<file path="src/rtl/hxmpp_scheduler_pkg.sv">
`default_nettype none
// ============================================================================
// Module      : hxmpp_scheduler_pkg
// Description : Shared HXMPP parameters: scheduler FSM state encoding and the
//               width of the datapath write-credit counter.
// Revision    : 1.0 - initial release
// ============================================================================
package hxmpp_scheduler_pkg;

    // Bits needed to index the datapath hit-info queue. The credit counter
    // is one bit wider so it can hold the full queue size.
    localparam int QUEUESIZEBITS = 3;

    typedef enum logic [1:0] {
        ST_IDLE    = 2'd0,
        ST_FILL    = 2'd1,
        ST_DRAIN   = 2'd2,
        ST_READOUT = 2'd3
    } state_t;

endpackage : hxmpp_scheduler_pkg
`default_nettype wire

</file>
<file path="src/rtl/hit_fifo.sv">
`default_nettype none
// ============================================================================
// Module      : hit_fifo
// Description : Small synchronous FIFO for incoming hits. Pointers carry an
//               extra wrap bit so full and empty are distinguished without
//               an occupancy counter. Head data is read combinationally.
// Revision    : 1.0 - initial release
// Ports       : clk, reset (async, active-low)
//               push_i/din_i   - write one entry (caller guarantees !full)
//               pop_i          - drop head entry (caller guarantees !empty)
//               dout_o         - current head entry
//               full_o/empty_o - status
// ============================================================================
module hit_fifo #(
    parameter int WIDTH = 42,
    parameter int DEPTH = 4
) (
    input  logic             clk,
    input  logic             reset,
    input  logic             push_i,
    input  logic [WIDTH-1:0] din_i,
    input  logic             pop_i,
    output logic [WIDTH-1:0] dout_o,
    output logic             full_o,
    output logic             empty_o
);

    localparam int AW = $clog2(DEPTH);
    localparam logic [AW:0] PTR_ONE = (AW+1)'(1);

    logic [WIDTH-1:0] mem_q [DEPTH];
    logic [AW:0]      wr_ptr_q;
    logic [AW:0]      rd_ptr_q;

    always_ff @(posedge clk or negedge reset) begin
        if (!reset) begin
            wr_ptr_q <= '0;
            rd_ptr_q <= '0;
        end else begin
            if (push_i) begin
                wr_ptr_q <= wr_ptr_q + PTR_ONE;
            end
            if (pop_i) begin
                rd_ptr_q <= rd_ptr_q + PTR_ONE;
            end
        end
    end

    // Storage needs no reset: the pointers define which entries are valid.
    always_ff @(posedge clk) begin
        if (push_i) begin
            mem_q[wr_ptr_q[AW-1:0]] <= din_i;
        end
    end

    assign dout_o  = mem_q[rd_ptr_q[AW-1:0]];
    assign empty_o = (wr_ptr_q == rd_ptr_q);
    // Same slot but different lap -> writer is a full buffer ahead.
    assign full_o  = (wr_ptr_q[AW] != rd_ptr_q[AW]) &&
                     (wr_ptr_q[AW-1:0] == rd_ptr_q[AW-1:0]);

endmodule : hit_fifo
`default_nettype wire

</file>
<file path="src/rtl/hxmpp_scheduler.sv">
`default_nettype none
// ============================================================================
// Module      : hxmpp_scheduler
// Description : Buffers hits, issues credit-limited writes to the datapath,
//               waits for the datapath to go quiet after an event ends, then
//               forwards readout requests until the last one.
// Revision    : 1.0 - initial release
// Ports       : clk, reset (async, active-low)
//               hit_*          - incoming hit stream (valid/ready)
//               rd_*           - readout request stream (valid/ready)
//               event_end      - end-of-event pulse
//               dp_*           - datapath status inputs
//               write*/read*   - registered datapath commands
//               state, credits, event_done - status
// ============================================================================
module hxmpp_scheduler
    import hxmpp_scheduler_pkg::*;
#(
    parameter int ROWINDEXBITS_HCM = 10,
    parameter int HITINFOBITS      = 32,
    parameter int QUEUESIZE        = 8,
    parameter int FIFODEPTH        = 4,
    parameter int DRAINWAIT        = 16
) (
    input  logic                        clk,
    input  logic                        reset,
    input  logic                        hit_valid,
    input  logic [ROWINDEXBITS_HCM-1:0] hit_ssid,
    input  logic [HITINFOBITS-1:0]      hit_info,
    output logic                        hit_ready,
    input  logic                        rd_valid,
    input  logic [ROWINDEXBITS_HCM-1:0] rd_ssid,
    input  logic                        rd_last,
    output logic                        rd_ready,
    input  logic                        event_end,
    input  logic                        dp_writeReady,
    input  logic                        dp_readReady,
    input  logic                        dp_busy,
    input  logic                        dp_done,
    output logic                        write,
    output logic [ROWINDEXBITS_HCM-1:0] writeSSID,
    output logic [HITINFOBITS-1:0]      writeHitInfo,
    output logic                        read,
    output logic [ROWINDEXBITS_HCM-1:0] readSSID,
    output logic [1:0]                  state,
    output logic [QUEUESIZEBITS:0]      credits,
    output logic                        event_done
);

    localparam int FW  = ROWINDEXBITS_HCM + HITINFOBITS;
    localparam int CW  = QUEUESIZEBITS + 1;
    localparam int DCW = $clog2(DRAINWAIT + 1);

    localparam logic [CW-1:0]  CRED_MAX  = CW'(QUEUESIZE);
    localparam logic [CW-1:0]  CRED_ONE  = CW'(1);
    localparam logic [DCW-1:0] DRAIN_END = DCW'(DRAINWAIT - 1);
    localparam logic [DCW-1:0] DRAIN_ONE = DCW'(1);

    state_t                      state_q, state_d;
    logic [CW-1:0]               credits_q, credits_d;
    logic [DCW-1:0]              drain_cnt_q, drain_cnt_d;
    logic                        err_underflow_q, err_underflow_d;
    logic                        ready_en_q;
    logic                        write_q, write_d;
    logic [ROWINDEXBITS_HCM-1:0] wssid_q, wssid_d;
    logic [HITINFOBITS-1:0]      winfo_q, winfo_d;
    logic                        read_q, read_d;
    logic [ROWINDEXBITS_HCM-1:0] rssid_q, rssid_d;
    logic                        event_done_q, event_done_d;

    logic          fifo_push;
    logic          fifo_pop;
    logic [FW-1:0] fifo_dout;
    logic          fifo_full;
    logic          fifo_empty;
    logic          issue;
    logic          done_ok;
    logic          rd_accept;
    logic          drain_idle;

    hit_fifo #(
        .WIDTH (FW),
        .DEPTH (FIFODEPTH)
    ) u_hit_fifo (
        .clk     (clk),
        .reset   (reset),
        .push_i  (fifo_push),
        .din_i   ({hit_ssid, hit_info}),
        .pop_i   (fifo_pop),
        .dout_o  (fifo_dout),
        .full_o  (fifo_full),
        .empty_o (fifo_empty)
    );

    // ready_en_q keeps hit_ready low until the first edge after reset release.
    assign hit_ready = ready_en_q && !fifo_full &&
                       ((state_q == ST_IDLE) || (state_q == ST_FILL));
    assign fifo_push = hit_valid && hit_ready;

    assign issue     = ((state_q == ST_FILL) || (state_q == ST_DRAIN)) &&
                       !fifo_empty && dp_writeReady && (credits_q < CRED_MAX);
    assign fifo_pop  = issue;

    // A completion with nothing outstanding is dropped and flagged.
    assign done_ok   = dp_done && (credits_q != '0);

    assign rd_ready  = (state_q == ST_READOUT) && dp_readReady;
    assign rd_accept = rd_valid && rd_ready;

    assign drain_idle = fifo_empty && (credits_q == '0) && !dp_busy;

    always_comb begin
        state_d         = state_q;
        drain_cnt_d     = '0;
        credits_d       = credits_q;
        err_underflow_d = err_underflow_q | (dp_done && (credits_q == '0));
        write_d         = issue;
        wssid_d         = issue ? fifo_dout[FW-1 -: ROWINDEXBITS_HCM] : wssid_q;
        winfo_d         = issue ? fifo_dout[HITINFOBITS-1:0] : winfo_q;
        read_d          = rd_accept;
        rssid_d         = rd_accept ? rd_ssid : rssid_q;
        event_done_d    = rd_accept && rd_last;

        case ({issue, done_ok})
            2'b10:   credits_d = credits_q + CRED_ONE;
            2'b01:   credits_d = credits_q - CRED_ONE;
            default: credits_d = credits_q;
        endcase

        case (state_q)
            ST_IDLE: begin
                if (event_end) begin
                    state_d = ST_DRAIN;
                end else if (fifo_push) begin
                    state_d = ST_FILL;
                end
            end
            ST_FILL: begin
                if (event_end) begin
                    state_d = ST_DRAIN;
                end
            end
            ST_DRAIN: begin
                // Any non-idle cycle restarts the quiet-period count.
                if (drain_idle) begin
                    if (drain_cnt_q == DRAIN_END) begin
                        state_d = ST_READOUT;
                    end else begin
                        drain_cnt_d = drain_cnt_q + DRAIN_ONE;
                    end
                end
            end
            ST_READOUT: begin
                if (rd_accept && rd_last) begin
                    state_d = ST_IDLE;
                end
            end
            default: state_d = ST_IDLE;
        endcase
    end

    always_ff @(posedge clk or negedge reset) begin
        if (!reset) begin
            state_q         <= ST_IDLE;
            credits_q       <= '0;
            drain_cnt_q     <= '0;
            err_underflow_q <= 1'b0;
            ready_en_q      <= 1'b0;
            write_q         <= 1'b0;
            wssid_q         <= '0;
            winfo_q         <= '0;
            read_q          <= 1'b0;
            rssid_q         <= '0;
            event_done_q    <= 1'b0;
        end else begin
            state_q         <= state_d;
            credits_q       <= credits_d;
            drain_cnt_q     <= drain_cnt_d;
            err_underflow_q <= err_underflow_d;
            ready_en_q      <= 1'b1;
            write_q         <= write_d;
            wssid_q         <= wssid_d;
            winfo_q         <= winfo_d;
            read_q          <= read_d;
            rssid_q         <= rssid_d;
            event_done_q    <= event_done_d;
        end
    end

    assign state        = state_q;
    assign credits      = credits_q;
    assign write        = write_q;
    assign writeSSID    = wssid_q;
    assign writeHitInfo = winfo_q;
    assign read         = read_q;
    assign readSSID     = rssid_q;
    assign event_done   = event_done_q;

endmodule : hxmpp_scheduler
`default_nettype wire

</file>
<file path="config.mk">
export PLATFORM = sky130hd
export DESIGN_NAME = hxmpp_scheduler
export DESIGN_NICKNAME = d
export VERILOG_FILES = /design/src/rtl/hxmpp_scheduler_pkg.sv /design/src/rtl/hit_fifo.sv /design/src/rtl/hxmpp_scheduler.sv
export SDC_FILE = /design/constraint.sdc
export NUM_CORES = 1
export LEC_CHECK = 0
export ABC_CLOCK_PERIOD_IN_PS = 3000
export CAP_MARGIN = 20
export CORE_ASPECT_RATIO = 0.5
export CORE_UTILIZATION = 41
export CTS_CLUSTER_SIZE = 40
export DETAILED_ROUTE_END_ITERATION = 6
export PLACE_DENSITY = 0.66
export SYNTH_ARGS = -nofsm -noshare
export SYNTH_HDL_FRONTEND = slang
export SYNTH_SLANG_ARGS = --single-unit
</file>
<file path="constraint.sdc">
create_clock -name clk -period 3 [get_ports clk]
set_input_delay 0.45 -clock clk [delete_from_list [all_inputs] [get_ports clk]]
set_output_delay 0.45 -clock clk [all_outputs]
set_load 0.01 [all_outputs]
</file>
==> run_results.csv, run 1 <==
group,metric,value,unit
drt,wl_per_cell,18.54,um
clock_tree,clock-sinks,241,
floorplan,initial_core_util,42.36,%
sta,slew_viol_final,0,
setup_path,r2r_setup_slack,0.58,ns
pwr,switching_power,3.131,mW
grt,grt_pass1_wl,26190,um
drt,drc,0,
sta,worst_clock_skew,0.02390,ns
setup_path,slowest_delay,0.61,ns
pwr,p_leak,4.214,nW
clock_tree,path_clk_slew,0.06,ns
run,cap_viol_max_count,0,
synth,synth_top_area_cell,"edfxtp_1",
synth,netlist_area,0.009284,mm^2
placement,gp_congestion,0.6898,
grt,grt_pass1_vias,4617,
final_layout,seq_area,0.006877,mm^2
synth,yosysTopAreaCellShare,54.34,%
sta,finalSetupViolCount,0,
pwr,swShare,27.73,%
run_status,status,"finished, violations left",
clock_tree,post_cts_resized,0,
synth,synth_xor_area_share,1.415,%
final_layout,nNetsFinal,658,
setup_path,crit_arrival,2.31,ns
setup_path,worst_r2r_path_depth,12,
grt,overflow,0,
setup_path,endpoint_kind,"output port",
drt,drtIter0Drc,305,
sta,fin_crit,2.758,ns
pwr,p_clk_share,25.9,%
setup_path,crit_cells,5,
final_layout,drive_above_1_share,25.83,%
setup_path,crit_end,"hit_ready",
final_layout,multi_input_area,0.002273,mm^2
clock_tree,cts_made_buffers,23,
sta,rsz0062_at_grt,"no",
sta,hold_viol,7,
pwr,ir_drop,0.5130,mV
pwr,p_int,8.158,mW
setup_path,cpMaxStageDelayCell,"clkdlybuf4s50_1",
clock_tree,tritoncts,"done",
run_status,violations,"negative hold slack",
drt,drtAntennaViolNets,0,
drt,num_vias,4410,
synth,synth-seq-area-share,74.02,%
synth,synth_mux_area_share,18.17,%
floorplan,core_area,0.02192,mm^2
floorplan,row_count,38,
synth,synth_compound_area_share,0.8086,%
pwr,seq_power_share,40.7,%
sta,maxClockFrequency,0.3625,GHz
synth,synth_seq_cells,241,
sta,slew_headroom,39.10,%
synth,ys_types,34,
clock_tree,htree_num_levels,1,
setup_path,worstSetupStartpointType,"flip-flop",
placement,place_hpwl,9708,um
sta,holdWs,-0.006242,ns
drt,wl,16710,um
grt,grt_max_degree,48,
floorplan,die_h,108.4,um
synth,synthTopCellsByArea,"edfxtp_1, dfrtp_1, mux4_2",
setup_path,startpoint,"state[1]",
drt,first_pass_iters,5,
setup_path,critical_path_required,2.55,ns
clock_tree,cts_buffer_depth,3,
setup_path,path_buf_inv,2,
floorplan,pin_count,125,
floorplan,fp.dieArea,0.02329,mm^2
sta,period_share,91.95,%
setup_path,reg2reg_from,"state[1]",
synth,synth_top_family_by_area,"multiplexers",
grt,grt_util_all_layers,14.73,%
setup_path,cp_cell_sequence,"inv_1 -> ha_1 -> nor2_1 -> nor3b_1 -> clkdlybuf4s50_1",
clock_tree,ctsHoldBuffers,0,
sta,tns,0,ns
sta,max_slew.worst_pin.slew,0.9136,ns
synth,synth-adder-area-share,1.752,%
synth,synth_simple_gate_area_share,2.183,%
final_layout,final_util,53.36,%
pwr,power_frac_comb,33.4,%
final_layout,area_growth,25.97,%
setup_path,r2r-end,"credits[2]",
clock_tree,insertion_delay,0.52,ns
floorplan,die_w,214.8,um
synth,syn_avg_cell_area,21.10,um^2
pwr,power.density,965.3,mW/mm^2
setup_path,path_max_fanout,5,
synth,synth_nets,515,
final_layout,fillers,1707,
drt,viasPerCell,4.895,
grt,antenna_found_initial,1,
clock_tree,cts_setup_buffers,0,
clock_tree,cts-root-buf,"clkbuf_16",
setup_path,path_delay_family,"buffers and inverters",
placement,placement.io_buffers,124,
synth,synth_warnings,0,
worst_hold_path,worstHoldPathType,"primary input to asynchronous set/reset pin",
setup_path,worst-setup-path-type,"flip-flop to output port",
synth,syn_inst,440,
## cell type report
| type | count | share of cell area [%] |
|---|---|---|
| well taps | 300 | 3.210 |
| multi-input cells | 174 | 19.44 |
| clock buffers | 28 | 5.082 |
| inverters | 8 | 0.2568 |
| diodes | 1 | 0.02140 |
| flip-flops and latches | 241 | 58.80 |
| repair buffers | 135 | 11.73 |
| clock inverters | 14 | 1.466 |
## Yosys cell counts
cell type    n
dfrtp_1     73
a22oi_1      1
nor2b_1      1
nor3_1       2
nor3_2       2
mux2_4      30
buf_8        3
mux4_2      42
o21ai_0      3
conb_1       1
buf_2        6
xnor2_1      4
inv_1        8
xor2_1      11
nor2_1       6
o2bb2ai_1    1
and4b_1      1
mux2_2      24
and2_1       6
a21oi_1      3
a21bo_2      1
and3_1       2
a222oi_1     1
clkbuf_1     6
a2bb2oi_1    1
nand2_1      8
edfxtp_1   168
nand3_1      4
ha_1        13
nor4_1       1
mux2i_1      2
nor3b_1      2
nor3b_2      1
buf_6        2
## flip-flops by register name (all words and copies together) (netlist names), 2 cells and up
register / cells
credits: 4
drain_cnt_q: 5
readSSID: 10
state: 2
u_hit_fifo.mem_q: 168
u_hit_fifo.rd_ptr_q: 3
u_hit_fifo.wr_ptr_q: 3
writeHitInfo: 32
writeSSID: 10
## how the worst min path moves through the flow
stage	from	end	slack (ns)	depth (start not counted)
after detailed placement	drain_cnt_q[0]	drain_cnt_q[0]	0.46	1
after global placement	drain_cnt_q[0]	drain_cnt_q[0]	0.44	1
after floorplan	reset	credits[0]	0.15	0
final	reset	credits[2]	-0.006	1
after global routing	reset	credits[2]	0.04	1
after CTS	reset	writeHitInfo[1]	0.009	1
## placed cells by master (no fill, tap or decap), types with 3 or more instances in the layout
| master | n |
|---|---|
| edfxtp_1 | 168 |
| clkdlybuf4s50_1 | 123 |
| dfrtp_1 | 71 |
| mux4_2 | 42 |
| mux2_4 | 30 |
| mux2_2 | 24 |
| clkbuf_16 | 23 |
| ha_1 | 13 |
| xor2_1 | 11 |
| inv_1 | 8 |
| nand2_1 | 8 |
| buf_4 | 8 |
| nor2_1 | 6 |
| clkinv_2 | 6 |
| clkbuf_1 | 5 |
| xnor2_1 | 4 |
| nand3_1 | 4 |
| and2_2 | 4 |
| buf_12 | 4 |
| o21ai_0 | 3 |
| a21oi_1 | 3 |
| clkinvlp_4 | 3 |
| bufinv_16 | 3 |
## metal layers
metal	track usage, %	routed length (um)	up-vias
met5	0	0	-
met3	2.925	564	23
met4	3.980	271	0
li1	-	-	2013
met1	19.57	7540	2310
met2	25.01	8331	64
## metrics by stage
stage                     instance area, um^2  total power, mW  worst slack (ns)  instances
after floorplan                          9284            7.035            0.3771        440
after global placement                  10930            8.444            0.5180        858
after detailed placement                10930            8.502            0.4485        858
after CTS                               11690            11.45            0.2061        900
after global routing                    11690            11.87            0.1290        900
final                                   11700            11.29            0.2416        901
## logic make-up (layout without fill, tap and decap cells)
kind of cell	Yosys count	count (layout)
flip-flops	241	241
AO/OA/AOI/OAI	11	11
other	1	2
adder cells (fa/ha/maj)	13	13
multiplexers	98	98
AND/OR/NAND/NOR	36	36
XOR/XNOR	15	15
buffers and inverters	25	185
## power by group through the flow
stage	clock network [mW]	registers (mW)	logic, mW
2_1_floorplan	0	4.80	2.24
3_3_place_gp	0	4.66	3.79
3_5_place_dp	0	4.67	3.84
4_1_cts	3.00	4.61	3.84
5_1_grt	3.14	4.67	4.05
6_report	2.92	4.60	3.77
Power figures use the tool's default switching activity.
==> run 2: changes to the inputs <==
Settings changed: CORE_UTILIZATION 41 to 40, PLACE_DENSITY 0.66 to 0.65.
==> run_results.csv, run 2 (synthesized netlist as in run 1, its figures left out) <==
group,metric,value,unit
run_status,status,"finished, violations left",
run_status,violations,"negative hold slack",
clock_tree,tritoncts,"done",
drt,viasPerCell,4.958,
setup_path,critical_path_required,2.55,ns
clock_tree,cts_buffer_depth,3,
grt,use_met1,19.39,%
drt,drtIter0Drc,260,
setup_path,r2r_setup_slack,0.63,ns
setup_path,r2r-end,"credits[2]",
floorplan,row_count,38,
clock_tree,ctsHoldBuffers,0,
floorplan,core_area,0.02220,mm^2
pwr,power.density,956.9,mW/mm^2
run,cap_viol_max_count,0,
worst_hold_path,worstHoldPathType,"primary input to asynchronous set/reset pin",
final_layout,nNetsFinal,659,
clock_tree,post_cts_resized,0,
setup_path,crit_arrival,2.24,ns
drt,drc,0,
sta,fin_crit,2.690,ns
clock_tree,clock-sinks,241,
sta,holdWs,-0.03031,ns
pwr,power,11.11,mW
sta,rsz0062_at_grt,"no",
setup_path,cp_cell_sequence,"inv_1 -> ha_1 -> nor2_1 -> nor3b_1 -> clkdlybuf4s50_1",
sta,worst_clock_skew,0.01877,ns
sta,hold_viol,22,
sta,slew_viol_final,0,
floorplan,die_w,217.5,um
placement,place_hpwl,9891,um
setup_path,cpMaxStageDelayCell,"clkdlybuf4s50_1",
floorplan,fp.dieArea,0.02386,mm^2
drt,drtAntennaViolNets,0,
setup_path,slowest_delay,0.58,ns
setup_path,path_max_fanout,5,
setup_path,path_delay_family,"buffers and inverters",
setup_path,startpoint,"state[0]",
drt,wl_per_cell,18.89,um
pwr,p_leak,4.202,nW
grt,antenna_found_initial,1,
final_layout,drive_above_1_share,26.12,%
final_layout,stdcell_area,0.01161,mm^2
placement,dp_worst_setup_slack,0.5426,ns
grt,busiest_layer,"met2",
final_layout,largest_reg_flops,168,
setup_path,worst-setup-path-type,"flip-flop to output port",
sta,period_share,89.65,%
grt,grt_max_degree,48,
final_layout,layout_commonest_cell,"edfxtp_1",
placement,placed_cell_area,0.01090,mm^2
sta,finalSetupViolCount,0,
floorplan,initial_core_util,41.81,%
grt,overflow,0,
drt,wl,17020,um
setup_path,reg2reg_from,"u_hit_fifo.rd_ptr_q[0]",
clock_tree,htree_num_levels,1,
clock_tree,cts_setup_buffers,0,
sta,max_slew.worst_pin.slew,0.9434,ns
clock_tree,cts_made_buffers,23,
setup_path,worstSetupStartpointType,"flip-flop",
drt,first_pass_iters,4,
setup_path,path_buf_inv,2,
grt,grt_util_all_layers,14.61,%
sta,maxClockFrequency,0.3718,GHz
grt,use_met3,3.071,%
sta,tns,0,ns
grt,grt_pass1_vias,4698,
placement,gp_congestion,0.7310,
sta,worst_slack,0.3104,ns
grt,use_met2,24.89,%
sta,slew_headroom,37.11,%
final_layout,final_util,52.30,%
clock_tree,path_clk_slew,0.06,ns
final_layout,final_cell_mix,"edfxtp_1, clkdlybuf4s50_1, dfrtp_1, mux4_2, mux2_4",
final_layout,area_growth,25.09,%
final_layout,num_antenna_cells,0,
floorplan,die_h,109.7,um
clock_tree,cts-root-buf,"clkbuf_16",
floorplan,pin_count,125,
setup_path,endpoint_kind,"output port",
placement,placement.io_buffers,124,
setup_path,worst_r2r_path_depth,11,
pwr,ir_drop,0.4329,mV
drt,num_vias,4467,
grt,grt_pass1_wl,26410,um
clock_tree,insertion_delay,0.52,ns
==> run 2: cell count changes in the layout (fill, tap and decap cells not counted), sizes merged <==
cell      previous run  this run
clkinv               6        10
diode                1         0
inv                 10         9
clkbuf              28        30
buf                 12        13
clkinvlp             3         1
bufinv               3         0
==> run 2: final cells by class <==
cell class | instances | area (um^2)
fillers | 1786 | 10590
repair buffers | 136 | 1341
well taps | 300 | 375.4
clock buffers | 30 | 631.9
flip-flops and latches | 241 | 6877
multi-input cells | 174 | 2273
clock inverters | 12 | 85.08
inverters | 8 | 30.03
==> run 2: where the power goes <==
part	switching (mW)	internal [mW]	total, mW
clock	1.24	1.51	2.75
sequential	0.361	4.25	4.61
combinational	1.56	2.20	3.75
total	3.16	7.96	11.1
==> run 2: metal layers <==
metal  part of all wire (%)  up-vias
met5                  0.088        -
met4                    1.6        2
met3                    4.4       28
met2                     49       87
met1                     44     2336
li1                       -     2014
==> run 2: metrics by stage <==
| step | hold slack (ns) | instances |
|---|---|---|
| finish | -0.03031 | 901 |
| global route | 0.03521 | 901 |
| CTS | 0.01207 | 901 |
| detailed placement | 0.4521 | 859 |
| global placement | 0.4456 | 859 |
| floorplan | 0.1544 | 440 |
==> run 2: worst max-delay path by stage <==
stage / endpoint / slack (ns) / cells past startpoint
after floorplan: u_hit_fifo.mem_q[3][0] / 0.38 / 5
after global placement: credits[2] / 0.52 / 11
after detailed placement: credits[2] / 0.54 / 11
after CTS: hit_ready / 0.31 / 5
after global routing: hit_ready / 0.17 / 5
final: hit_ready / 0.31 / 5
==> run 2: worst reg2reg max path, cell delays in order, from the launching register on <==
cell and delay, ns:
dfrtp_4 0.47, xor2_1 0.18, nor3b_2 0.36, nor3_4 0.08, inv_1 0.09, ha_1 0.29
xor2_1 0.11, ha_1 0.18, a21oi_1 0.14, xor2_1 0.15, nor2_1 0.06, xor2_1 0.14
